### src/rtl/multicycle_main_fsm.sv
// Main control FSM of the multicycle RISC-V core.
// Steps each instruction through fetch/decode/execute/memory/writeback and
// drives every datapath enable and mux select except the immediate format.
module multicycle_main_fsm (
   input  logic       clk,
   input  logic       rst_n,
   input  logic [6:0] op,
   input  logic       zero,
   input  logic       mem_ready,
   output logic       pc_write,
   output logic       adr_src,
   output logic       mem_write,
   output logic       ir_write,
   output logic       reg_write,
   output logic [1:0] result_src,
   output logic [1:0] alu_src_a,
   output logic [1:0] alu_src_b,
   output logic [1:0] alu_op,
   output logic       illegal_op,
   output logic       retire,
   output logic [3:0] state
);

   typedef enum logic [3:0] {
      S_FETCH    = 4'd0,
      S_DECODE   = 4'd1,
      S_MEMADR   = 4'd2,
      S_MEMREAD  = 4'd3,
      S_MEMWB    = 4'd4,
      S_MEMWRITE = 4'd5,
      S_EXECR    = 4'd6,
      S_ALUWB    = 4'd7,
      S_EXECI    = 4'd8,
      S_JAL      = 4'd9,
      S_BEQ      = 4'd10,
      S_JALR     = 4'd11,
      S_LUI      = 4'd12
   } state_t;

   localparam logic [6:0] OP_LW    = 7'b0000011;
   localparam logic [6:0] OP_SW    = 7'b0100011;
   localparam logic [6:0] OP_R     = 7'b0110011;
   localparam logic [6:0] OP_IALU  = 7'b0010011;
   localparam logic [6:0] OP_BEQ   = 7'b1100011;
   localparam logic [6:0] OP_JAL   = 7'b1101111;
   localparam logic [6:0] OP_JALR  = 7'b1100111;
   localparam logic [6:0] OP_LUI   = 7'b0110111;
   localparam logic [6:0] OP_AUIPC = 7'b0010111;

   // Mux select encodings
   localparam logic [1:0] RES_ALUOUT = 2'b00;
   localparam logic [1:0] RES_DATA   = 2'b01;
   localparam logic [1:0] RES_ALURES = 2'b10;
   localparam logic [1:0] A_PC       = 2'b00;
   localparam logic [1:0] A_OLDPC    = 2'b01;
   localparam logic [1:0] A_RS1      = 2'b10;
   localparam logic [1:0] A_ZERO     = 2'b11;
   localparam logic [1:0] B_RS2      = 2'b00;
   localparam logic [1:0] B_IMM      = 2'b01;
   localparam logic [1:0] B_FOUR     = 2'b10;
   localparam logic [1:0] ALU_ADD    = 2'b00;
   localparam logic [1:0] ALU_SUB    = 2'b01;
   localparam logic [1:0] ALU_FUNCT  = 2'b10;

   state_t state_q, state_d;

   // State register; reset aborts any in-flight instruction back to FETCH
   always_ff @(posedge clk or negedge rst_n) begin
      if (!rst_n) state_q <= S_FETCH;
      else        state_q <= state_d;
   end

   assign state = state_q;

   // Next-state and Moore outputs (a few qualified by zero / mem_ready)
   always_comb begin
      state_d    = S_FETCH;
      pc_write   = 1'b0;
      adr_src    = 1'b0;
      mem_write  = 1'b0;
      ir_write   = 1'b0;
      reg_write  = 1'b0;
      result_src = RES_ALUOUT;
      alu_src_a  = A_PC;
      alu_src_b  = B_RS2;
      alu_op     = ALU_ADD;
      illegal_op = 1'b0;
      retire     = 1'b0;
      case (state_q)
         S_FETCH: begin
            // PC <= PC+4 through ALUResult while memory returns the word
            alu_src_a  = A_PC;
            alu_src_b  = B_FOUR;
            result_src = RES_ALURES;
            ir_write   = mem_ready;
            pc_write   = mem_ready;
            state_d    = mem_ready ? S_DECODE : S_FETCH;
         end
         S_DECODE: begin
            // ALUOut <= OldPC+imm: branch/jump target, and the AUIPC result
            alu_src_a = A_OLDPC;
            alu_src_b = B_IMM;
            case (op)
               OP_LW, OP_SW: state_d = S_MEMADR;
               OP_R:         state_d = S_EXECR;
               OP_IALU:      state_d = S_EXECI;
               OP_BEQ:       state_d = S_BEQ;
               OP_JAL:       state_d = S_JAL;
               OP_JALR:      state_d = S_JALR;
               OP_LUI:       state_d = S_LUI;
               OP_AUIPC:     state_d = S_ALUWB;
               default: begin
                  illegal_op = 1'b1;
                  state_d    = S_FETCH;
               end
            endcase
         end
         S_MEMADR: begin
            alu_src_a = A_RS1;
            alu_src_b = B_IMM;
            state_d   = (op == OP_SW) ? S_MEMWRITE : S_MEMREAD;
         end
         S_MEMREAD: begin
            adr_src = 1'b1;
            state_d = mem_ready ? S_MEMWB : S_MEMREAD;
         end
         S_MEMWB: begin
            result_src = RES_DATA;
            reg_write  = 1'b1;
            retire     = 1'b1;
            state_d    = S_FETCH;
         end
         S_MEMWRITE: begin
            // Strobe stays up through stalls; retires on the accepting cycle
            adr_src   = 1'b1;
            mem_write = 1'b1;
            retire    = mem_ready;
            state_d   = mem_ready ? S_FETCH : S_MEMWRITE;
         end
         S_EXECR: begin
            alu_src_a = A_RS1;
            alu_src_b = B_RS2;
            alu_op    = ALU_FUNCT;
            state_d   = S_ALUWB;
         end
         S_ALUWB: begin
            reg_write = 1'b1;
            retire    = 1'b1;
            state_d   = S_FETCH;
         end
         S_EXECI: begin
            alu_src_a = A_RS1;
            alu_src_b = B_IMM;
            alu_op    = ALU_FUNCT;
            state_d   = S_ALUWB;
         end
         S_JAL: begin
            // PC <= ALUOut (target) while ALUOut <= OldPC+4 for the link
            alu_src_a = A_OLDPC;
            alu_src_b = B_FOUR;
            pc_write  = 1'b1;
            state_d   = S_ALUWB;
         end
         S_BEQ: begin
            alu_src_a = A_RS1;
            alu_src_b = B_RS2;
            alu_op    = ALU_SUB;
            pc_write  = zero;
            retire    = 1'b1;
            state_d   = S_FETCH;
         end
         S_JALR: begin
            // Target rs1+imm lands in ALUOut; JAL then does link and jump
            alu_src_a = A_RS1;
            alu_src_b = B_IMM;
            state_d   = S_JAL;
         end
         S_LUI: begin
            alu_src_a = A_ZERO;
            alu_src_b = B_IMM;
            state_d   = S_ALUWB;
         end
         default: state_d = S_FETCH;
      endcase
   end

endmodule

### config.mk
export PLATFORM = sky130hd
export DESIGN_NAME = multicycle_main_fsm
export DESIGN_NICKNAME = d
export VERILOG_FILES = /design/src/rtl/multicycle_main_fsm.sv
export SDC_FILE = /design/constraint.sdc
export NUM_CORES = 1
export LEC_CHECK = 0
export CAP_MARGIN = 20
export CORE_MARGIN = 4
export CORE_UTILIZATION = 41
export CTS_CLUSTER_SIZE = 25
export DETAILED_ROUTE_END_ITERATION = 10
export PLACE_DENSITY = 0.79
export SLEW_MARGIN = 30
export SYNTH_ARGS = -nofsm -noshare
export SYNTH_HDL_FRONTEND = slang
export SYNTH_SLANG_ARGS = --single-unit
export TNS_END_PERCENT = 100
### constraint.sdc
create_clock -name clk -period 2 [get_ports clk]
set_clock_uncertainty 0.15 [all_clocks]
set_input_delay 0.6 -clock clk [delete_from_list [all_inputs] [get_ports clk]]
set_output_delay 0.6 -clock clk [all_outputs]
set_load 0.02 [all_outputs]
==> flow_metrics.py, run 1 <==
metrics = {
    "synth": {
        "ys.flop_type": "dfrtp_1",
        "syn_area_um2": 673,
        "synthCells": 96,
        "yosys_warnings": 0,
        "synthTopCellsByCount": "a21oi_1, nor2_1, nand2_1, o21ai_0, nor3_1",
        "synthArstFlopShare_pct": 100,
        "avgSynthCellArea_um2": 7.01,
        "yosys_register_bits": 4,
        "synth_edf_count": 0,
        "syn-num-nets": 107,
        "synth.distinct_cells": 40,
        "synth_largest_area_cell": "dfrtp_1",
        "ys_seq_area_share_pct": 14.9,
        "synth_top_area_share_pct": 14.9,
        "synth.area.top_cells": "dfrtp_1, a21oi_1, nor2_1",
    },
    "clock_network": {
        "cts_buffer_depth": 2,
        "root_buffer": "clkbuf_4",
        "clock_sinks": 4,
        "post-cts-setup-buffers": 19,
        "cts_made_buffers": 3,
        "cts_hold_buf": 0,
        "postCtsResizedCells": 158,
        "cts_htree_levels": 1,
    },
    "floorplan": {
        "die_h_um": 48.5,
        "row_count": 14,
        "die-width_um": 48.5,
        "ios": 30,
        "start_util_pct": 44.2,
    },
    "place": {
        "gp_congestion": 0.964,
        "place_ws_ns": -1.13,
        "hpwl_um": 2190,
        "port_buffers": 29,
        "place_inst": 172,
    },
    "outcome": {
        "outcome": "aborted with a tool error",
        "lastStage": "4_1_cts",
        "firstError": "[ERROR DPL-0038] Utilization greater than 100%, impossible to legalize",
    },
}
kinds of logic after synthesis:
kind of cell	synth area share [%]
AND/OR/NAND/NOR	40.0
buffers and inverters	11.0
XOR/XNOR	3.90
AO/OA/AOI/OAI	30.3
flip-flops	14.9
stage by stage:
| stage | setup TNS [ns] | hold slack, ns | cell area (um^2) |
|---|---|---|---|
| after floorplan | -0.348 | 0.154 | 759 |
| after global placement | -8.62 | 0.580 | 1280 |
| after detailed placement | -9.34 | 0.585 | 1280 |
==> run 2, diff against run 1 <==
--- a/config.mk
+++ b/config.mk
@@ -6,11 +6,10 @@
 export NUM_CORES = 1
 export LEC_CHECK = 0
 export CAP_MARGIN = 20
-export CORE_MARGIN = 4
-export CORE_UTILIZATION = 41
-export CTS_CLUSTER_SIZE = 25
+export CORE_AREA = 4 4 65 67
 export DETAILED_ROUTE_END_ITERATION = 10
-export PLACE_DENSITY = 0.79
+export DIE_AREA = 0 0 69 71
+export PLACE_DENSITY_LB_ADDON = 0.15
 export SLEW_MARGIN = 30
 export SYNTH_ARGS = -nofsm -noshare
 export SYNTH_HDL_FRONTEND = slang
==> run 2 against run 1 <==
Against the previous run:
- the flow now finishes, with violations (setup timing)
- synthesized cell count stayed put
- area after synthesis stayed put
==> flow_metrics.py, run 2 <==
metrics = {
    "grt": {
        "antenna_found_initial": 0,
        "grtUsageTotal_pct": 11.9,
        "grt_pass1_vias": 1029,
        "grt_max_degree": 13,
        "grt_overflow": 0,
        "grt_pass1_wl_um": 4860,
    },
    "synth": {
        "synth.area.top_cells": "dfrtp_1, a21oi_1, nor2_1",
        "syn-num-nets": 107,
        "synthTopCellsByCount": "a21oi_1, nor2_1, nand2_1, o21ai_0, nor3_1",
        "synth_edf_count": 0,
        "synth.distinct_cells": 40,
        "avgSynthCellArea_um2": 7.01,
        "synthCells": 96,
        "synthArstFlopShare_pct": 100,
        "yosys_register_bits": 4,
        "ys.flop_type": "dfrtp_1",
        "synth_largest_area_cell": "dfrtp_1",
        "yosys_warnings": 0,
        "syn_area_um2": 673,
        "synth_top_area_share_pct": 14.9,
        "ys_seq_area_share_pct": 14.9,
    },
    "drt": {
        "antenna_left": 0,
        "via_count": 997,
        "wl_per_cell_um": 13.5,
        "drc_errors": 0,
        "via_per_inst": 4.55,
        "first_pass_iters": 4,
        "finalWirelength_um": 2950,
        "first_iter_violations": 24,
    },
    "floorplan": {
        "start_util_pct": 18.5,
        "row_count": 22,
        "ios": 30,
        "die-area_um2": 4900,
        "die_h_um": 71,
        "core_um2": 3630,
        "die-width_um": 69,
    },
    "timing": {
        "post-route-period-util_pct": 114,
        "tns_ns": -2.09,
        "whs_ns": 0.436,
        "hold_viol": 0,
        "worstMarginPinSlew_ns": 0.281,
        "drv_slew": 0,
        "setup_viol": 13,
        "max_slew_margin_pct": 81.1,
        "worst_slack_ns": -0.280,
        "max_freq_mhz": 439,
        "rsz0062_at_grt": "true",
        "min_period_ns": 2.28,
    },
    "layout": {
        "layout-drive-gt1-share_pct": 67.8,
        "num_antenna_cells": 0,
        "final_cell_mix": "buf_4, buf_6, dlygate4sd2_1, nor2_2, nand2_1",
        "synthToLayoutAreaGrowth_pct": 143,
        "final_common_cell": "buf_4",
        "layout.nets": 183,
        "largest_reg_flops": 4,
    },
    "run": {
        "cap_viol_max_count": 0,
    },
    "outcome": {
        "outcome": "finished with violations",
        "violations": "setup timing",
    },
    "clock_network": {
        "clk_pin_slew_ns": 0.03,
        "cts_buffer_depth": 2,
        "clock_sinks": 4,
        "clock_latency_ns": 0.22,
        "cts_htree_levels": 1,
        "root_buffer": "clkbuf_8",
        "cts_tree": "done",
        "cts_made_buffers": 3,
    },
    "worst_setup_path": {
        "critPathKind": "primary input to primary output",
        "cp_max_fo": 3,
        "worstPathRequired_ns": 1.25,
        "startpoint": "op[2]",
        "cp.arrival_ns": 1.53,
        "reg2reg_setup_slack_ns": 0.01,
        "reg2regPathDepth": 6,
        "endpoint_kind": "primary output",
        "start_kind": "primary input",
        "rr_startpoint": "state[2]$_DFF_PN0_",
    },
    "pwr": {
        "powerDensity_nw_per_um2": 1140,
        "peakVddDrop_mv": 0.322,
        "p_leak_nw": 0.732,
    },
    "place": {
        "port_buffers": 29,
        "hpwl_um": 2290,
        "gp_congestion": 0.861,
    },
    "min_path": {
        "min_path_type": "primary input to asynchronous set/reset pin",
    },
}
run 2: cell counts after synthesis:
Identical to the previous run, type by type.
run 2: per-stage QoR:
stage	setup WS [ns]	std cells	power [W]	utilization [%]	instance area, um^2
final	-0.280	219	0.00186	45.0	1630
after global routing	-0.324	219	0.00198	45.0	1630
after CTS	-0.305	217	0.00173	42.1	1530
after detailed placement	-1.15	207	0.00143	37.1	1350
after global placement	-1.13	207	0.00142	37.1	1350
after floorplan	-0.164	96	0.000823	-	759
run 2: what timing repair did:
item                                    CTS  global route
gates resized for setup                 136            28
setup buffers                             6             2
hold endpoints to repair                  0             0
pin swaps                                13            12
hold buffers                              0             0
endpoints found under the setup margin   23            17
run 2: final timing paths:
kind,to
worst max-delay path,illegal_op
min in group clk,state[3]$_DFF_PN0_
worst max register to register,state[1]$_DFF_PN0_
worst min-delay path,state[1]$_DFF_PN0_
max in group asynchronous,state[3]$_DFF_PN0_
worst min register to register,state[3]$_DFF_PN0_
run 2: cell type report:
cell class,instances,area (um^2)
repair buffers,78,704
clock buffers,4,45.0
fillers,416,2000
multi-input cells,82,707
well taps,48,60.1
flip-flops and latches,4,104
inverters,3,13.8
run 2: logic make-up after synthesis:
kind of cell | after synthesis | share of synthesized area [%]
xor+xnor | 3 | 3.90
flops | 4 | 14.9
compound gates | 31 | 30.3
simple gates | 48 | 40.0
buf+inv | 10 | 11.0
run 2: metal layers:
metal,share of wire [%],global-route usage (%),vias up
li1,-,-,503
met5,0,0,-
met2,56,23.6,20
met1,41,13.5,474
met3,3.1,1.70,0
met4,0,1.95,0
run 2: critical path: stages:
cell      delay (ns)
buf_6           0.09
or3b_4          0.40
o21ai_2         0.07
o221ai_2        0.10
a21oi_2         0.13
buf_6           0.13
run 2: report_power, final:
| part | total [W] | leakage, nW | switching (W) | internal [W] |
|---|---|---|---|---|
| registers | 0.000133 | 0.0488 | 0.0000269 | 0.000106 |
| logic | 0.00155 | 0.660 | 0.000737 | 0.000815 |
| clock network | 0.000178 | 0.0228 | 0.0000418 | 0.000136 |
| total | 0.00186 | 0.732 | 0.000806 | 0.00106 |
Note: power is estimated with default switching activity, not from simulation.
==> run 3, diff against run 2 <==
--- a/config.mk
+++ b/config.mk
@@ -6,9 +6,9 @@
 export NUM_CORES = 1
 export LEC_CHECK = 0
 export CAP_MARGIN = 20
-export CORE_AREA = 4 4 65 67
+export CORE_AREA = 5 5 66 68
 export DETAILED_ROUTE_END_ITERATION = 10
-export DIE_AREA = 0 0 69 71
+export DIE_AREA = 0 0 71 73
 export PLACE_DENSITY_LB_ADDON = 0.15
 export SLEW_MARGIN = 30
 export SYNTH_ARGS = -nofsm -noshare
==> run 3 against run 2 <==
Against the previous run:
- count of clock-buffer cells in the layout unchanged
- power up 14%
- global-route usage grew 0.14 points
- largest power group unchanged
- final area increased by 13%
- first-iteration DRC count down 33%
- maximum frequency shrank 0.59%
- register-to-register slack got worse by 0.09 ns
- the flow still finishes with violations (setup timing)
- non-clock buffer count grew 13
- combinational power increased by 15%
==> flow_metrics.py, run 3 (synthesis results as in run 2) <==
metrics = {
    "pwr": {
        "p_leak_nw": 0.819,
        "p_int_w": 0.00126,
        "power.clock.fraction_pct": 8.6,
        "total_power_w": 0.00212,
        "powerDensity_nw_per_um2": 1150,
        "pwr-share-comb_pct": 84.5,
        "peakVddDrop_mv": 0.347,
        "pwr-share-seq_pct": 6.9,
        "swShare_pct": 40.7,
        "power.switching_w": 0.000864,
    },
    "drt": {
        "first_iter_violations": 16,
        "via_count": 1074,
        "wl_per_cell_um": 13.1,
        "finalWirelength_um": 3070,
        "first_pass_iters": 4,
        "antenna_left": 0,
        "via_per_inst": 4.59,
        "drc_errors": 0,
    },
    "worst_setup_path": {
        "reg2reg_setup_slack_ns": -0.08,
        "reg2regPathDepth": 6,
        "critPathKind": "primary input to primary output",
        "endpoint_kind": "primary output",
        "cp.arrival_ns": 1.54,
        "rr_startpoint": "state[2]$_DFF_PN0_",
        "start_kind": "primary input",
        "worstPathRequired_ns": 1.25,
        "crit-reg2reg-capture": "state[1]$_DFF_PN0_",
        "cp_max_fo": 3,
    },
    "timing": {
        "max_freq_mhz": 436,
        "setup_viol": 16,
        "worst_slack_ns": -0.294,
        "max_slew_margin_pct": 79.7,
        "rsz0062_at_grt": "true",
        "hold_viol": 0,
        "min_period_ns": 2.29,
        "worstMarginPinSlew_ns": 0.301,
        "drv_slew": 0,
        "post-route-period-util_pct": 115,
    },
    "layout": {
        "layout-drive-gt1-share_pct": 71.7,
        "num_antenna_cells": 0,
        "synthToLayoutAreaGrowth_pct": 174,
        "layout.nets": 196,
        "final.fill_count": 392,
        "final_cell_mix": "buf_4, buf_6, dlygate4sd2_1",
        "final_common_cell": "buf_4",
        "largest_reg_flops": 4,
    },
    "min_path": {
        "min_path_type": "primary input to asynchronous set/reset pin",
    },
    "floorplan": {
        "die-area_um2": 5180,
        "die-width_um": 71,
        "row_count": 23,
        "ios": 30,
        "start_util_pct": 17.7,
        "die_h_um": 73,
        "core_um2": 3800,
    },
    "place": {
        "port_buffers": 29,
        "hpwl_um": 2170,
        "place_ws_ns": -1.17,
        "gp_congestion": 0.757,
    },
    "outcome": {
        "outcome": "finished with violations",
        "violations": "setup timing",
    },
    "clock_network": {
        "cts_made_buffers": 3,
        "cts_htree_levels": 1,
        "cts_buffer_depth": 2,
        "clock_sinks": 4,
        "cts_hold_buf": 0,
        "clk_pin_slew_ns": 0.03,
        "cts_tree": "done",
        "root_buffer": "clkbuf_8",
        "clock_latency_ns": 0.22,
    },
    "grt": {
        "grt_overflow": 0,
        "grtUsageTotal_pct": 12.0,
        "antenna_found_initial": 0,
        "grt_pass1_wl_um": 4980,
        "grt_pass1_vias": 1063,
        "grt_max_degree": 14,
    },
    "run": {
        "cap_viol_max_count": 0,
    },
}
==> run 3: power groups by stage <==
stage               clock [W]  combinational [W]  sequential (W)
floorplan                   0           0.000671        0.000152
global placement            0            0.00127        0.000134
detailed placement          0            0.00127        0.000134
CTS                  0.000187            0.00167        0.000143
global route         0.000198            0.00191        0.000152
finish               0.000182            0.00179        0.000147
==> run 3: metrics by stage <==
step | utilization [%] | hold slack [ns] | instance area, um^2 | std cells | TNS, ns
finish | 48.6 | 0.433 | 1850 | 234 | -2.39
global route | 48.6 | 0.450 | 1850 | 234 | -3.25
CTS | 44.7 | 0.438 | 1700 | 227 | -2.14
detailed placement | 34.7 | 0.607 | 1320 | 205 | -9.11
global placement | 34.7 | 0.613 | 1320 | 205 | -9.14
floorplan | - | 0.154 | 759 | 96 | -0.348
==> run 3: timing repair <==
item | in CTS | in global routing
endpoints found under the setup margin | 22 | 19
resized for setup | 158 | 22
gates cloned | 2 | 0
buffers inserted | 17 | 7
pin swaps | 17 | 10
endpoints found under the hold margin | 0 | 0
==> run 3: layout make-up <==
type | instances | area, um^2 | share of cell area (%)
Multi-Input combinational cell | 82 | 734 | 39.8
Tap cell | 50 | 62.6 | 3.39
Clock buffer | 4 | 45.0 | 2.44
Sequential cell | 4 | 104 | 5.63
Inverter | 3 | 11.3 | 0.610
Timing Repair Buffer | 91 | 888 | 48.1
==> run 3: worst max path at each step <==
stage               startpoint    endpoint  slack, ns  depth (start not counted)
floorplan                op[2]  illegal_op      -0.16                          4
global placement         op[4]  illegal_op      -1.15                          6
detailed placement       op[4]  illegal_op      -1.17                          6
CTS                      op[5]  illegal_op      -0.31                          6
global route             op[2]  illegal_op      -0.32                          6
finish                   op[2]  illegal_op      -0.29                          6
==> run 3: worst max-delay path, stage by stage <==
cell and delay (ns):
buf_6 0.09, or3b_4 0.41, o21ai_2 0.08, o221ai_2 0.11
a21oi_2 0.12, buf_6 0.13
==> run 3: metal layers <==
| metal | vias up | GRT usage (%) | wire length, um |
|---|---|---|---|
| met2 | 24 | 22.3 | 1660 |
| met3 | 9 | 1.65 | 102 |
| met4 | 0 | 4.59 | 59 |
| met5 | - | 0 | 0 |
| met1 | 511 | 13.9 | 1240 |
| li1 | 530 | - | - |
==> run 4, diff against run 3 <==
--- a/config.mk
+++ b/config.mk
@@ -5,11 +5,13 @@
 export SDC_FILE = /design/constraint.sdc
 export NUM_CORES = 1
 export LEC_CHECK = 0
+export ABC_CLOCK_PERIOD_IN_PS = 2000
 export CAP_MARGIN = 20
-export CORE_AREA = 5 5 66 68
+export CORE_AREA = 4 4 65 67
 export DETAILED_ROUTE_END_ITERATION = 10
-export DIE_AREA = 0 0 71 73
+export DIE_AREA = 0 0 69 71
 export PLACE_DENSITY_LB_ADDON = 0.15
+export SETUP_SLACK_MARGIN = 0.02
 export SLEW_MARGIN = 30
 export SYNTH_ARGS = -nofsm -noshare
 export SYNTH_HDL_FRONTEND = slang
==> run 4 against run 3 <==
Against the previous run:
- final area fell by 3.7%
- critical path type unchanged
- highest routed layer unchanged
- critical path depth stayed put
- routed wire length fell by 3.0%
- non-clock buffer count shrank 3
- the run still ends with setup timing left
- worst hold slack got worse by 0.012 ns
- power fell by 3.3%
- final cell count down 2.1%
- first-iteration DRC count up 44%
- via count shrank 3.4%
- sequential power is essentially flat
- register-to-register slack barely moved
==> flow_metrics.py, run 4 (synthesis results as in run 2) <==
metrics = {
    "worst_setup_path": {
        "critical_path.max_stage_delay_ns": 0.41,
        "cp_max_fo": 3,
        "reg2reg_setup_slack_ns": -0.07,
        "start_kind": "primary input",
        "crit_chain": "buf_6 -> or3b_4 -> o21ai_2 -> o221ai_2 -> a21oi_2 -> buf_4",
        "critPathKind": "primary input to primary output",
        "cp.depth": 6,
        "crit-reg2reg-capture": "state[1]$_DFF_PN0_",
        "cp_slowest_cell": "or3b_4",
        "critPathBufInv": 2,
        "startpoint": "op[2]",
        "cp_top_family": "simple AND/OR/NAND/NOR gates",
        "reg2regPathDepth": 7,
        "endpoint_kind": "primary output",
        "cp.arrival_ns": 1.53,
        "worstPathRequired_ns": 1.25,
        "rr_startpoint": "state[2]$_DFF_PN0_",
        "critPathCapture": "illegal_op",
    },
    "timing": {
        "max_freq_mhz": 439,
        "max_slew_margin_pct": 79.5,
        "tns_ns": -1.98,
        "post-route-period-util_pct": 114,
        "drv_slew": 0,
        "worst_slack_ns": -0.276,
        "min_period_ns": 2.28,
        "hold_viol": 0,
        "setup_viol": 16,
        "worstMarginPinSlew_ns": 0.304,
        "rsz0062_at_grt": "true",
    },
    "floorplan": {
        "row_count": 22,
        "ios": 30,
        "die-area_um2": 4900,
        "start_util_pct": 18.5,
        "die-width_um": 69,
        "core_um2": 3630,
        "die_h_um": 71,
    },
    "clock_network": {
        "cts_htree_levels": 1,
        "clock_sinks": 4,
        "clock_latency_ns": 0.22,
        "clk_pin_slew_ns": 0.03,
        "cts_tree": "done",
        "cts_hold_buf": 0,
        "cts_buffer_depth": 2,
        "root_buffer": "clkbuf_8",
        "cts_made_buffers": 3,
    },
    "outcome": {
        "outcome": "finished with violations",
        "violations": "setup timing",
    },
    "place": {
        "hpwl_um": 2020,
        "gp_congestion": 0.888,
        "port_buffers": 29,
    },
    "layout": {
        "regArea_um2": 104,
        "synthToLayoutAreaGrowth_pct": 164,
        "layout-drive-gt1-share_pct": 71.3,
        "final_cell_mix": "buf_4, buf_6, dlygate4sd2_1, a21oi_1",
        "multi_input_area_um2": 729,
        "num_antenna_cells": 0,
        "layout.nets": 193,
        "final_common_cell": "buf_4",
        "final.fill_count": 372,
        "largest_reg_flops": 4,
    },
    "min_path": {
        "min_path_type": "primary input to asynchronous set/reset pin",
    },
    "grt": {
        "grt_overflow": 0,
        "antenna_found_initial": 0,
        "grt_pass1_vias": 1107,
        "grtUsageTotal_pct": 12.2,
        "grt_pass1_wl_um": 4980,
        "grt_max_degree": 19,
    },
    "drt": {
        "via_per_inst": 4.53,
        "via_count": 1038,
        "antenna_left": 0,
        "drc_errors": 0,
        "wl_per_cell_um": 13.0,
        "first_pass_iters": 4,
        "first_iter_violations": 23,
        "finalWirelength_um": 2980,
    },
    "pwr": {
        "peakVddDrop_mv": 0.323,
        "total_power_w": 0.00205,
        "p_leak_nw": 0.793,
        "powerDensity_nw_per_um2": 1150,
    },
    "run": {
        "cap_viol_max_count": 0,
    },
}
## run 4: cell count changes in the layout (fill, tap and decap cells not counted), sizes merged
| cell | previous run | this run |
|---|---|---|
| buf | 80 | 79 |
| bufbuf | 1 | 0 |
| clkbuf | 4 | 5 |
| clkdlybuf4s15 | 2 | 1 |
| dlygate4sd2 | 7 | 6 |
## run 4: where the power goes
group | total, W | switching [W] | internal [W]
Clock | 0.000188 | 0.0000509 | 0.000137
Sequential | 0.000149 | 0.0000430 | 0.000106
Combinational | 0.00171 | 0.000767 | 0.000947
## run 4: cell type report
| cell class | instances | area share [%] |
|---|---|---|
| Clock buffer | 4 | 2.53 |
| Tap cell | 48 | 3.38 |
| Sequential cell | 4 | 5.84 |
| Multi-Input combinational cell | 82 | 41.0 |
| Timing Repair Buffer | 88 | 46.4 |
| Inverter | 3 | 0.774 |
## run 4: repair_timing
item / in CTS / in global routing
resized for setup: 169 / 20
cloned: 1 / 0
buffers inserted: 17 / 11
pin swaps: 20 / 14
setup endpoints to repair: 22 / 18
## run 4: worst min-delay path by stage
stage	cells after the start	slack [ns]	startpoint	end
after global placement	3	0.61	state[3]$_DFF_PN0_	state[3]$_DFF_PN0_
after detailed placement	3	0.61	state[3]$_DFF_PN0_	state[3]$_DFF_PN0_
after floorplan	0	0.15	rst_n	state[0]$_DFF_PN0_
final	1	0.42	rst_n	state[2]$_DFF_PN0_
after global routing	1	0.43	rst_n	state[3]$_DFF_PN0_
after CTS	1	0.43	rst_n	state[3]$_DFF_PN0_
## run 4: routing by layer
layer / vias to the layer above / track usage, % / wire length [um]
li1: 529 / - / -
met1: 487 / 14.2 / 1300
met2: 17 / 22.9 / 1580
met3: 5 / 0.426 / 42
met4: 0 / 5.86 / 59
met5: - / 0 / 0
## run 4: stage by stage
step                std cells  instance area, um^2  utilization, %  worst slack (ns)  hold slack (ns)
floorplan                  96                  782               -            -0.164            0.154
global placement          202                 1330            36.5             -1.15            0.609
detailed placement        202                 1330            36.5             -1.16            0.613
CTS                       223                 1690            46.6            -0.297            0.425
global route              229                 1780            48.9            -0.337            0.435
finish                    229                 1780            48.9            -0.276            0.421
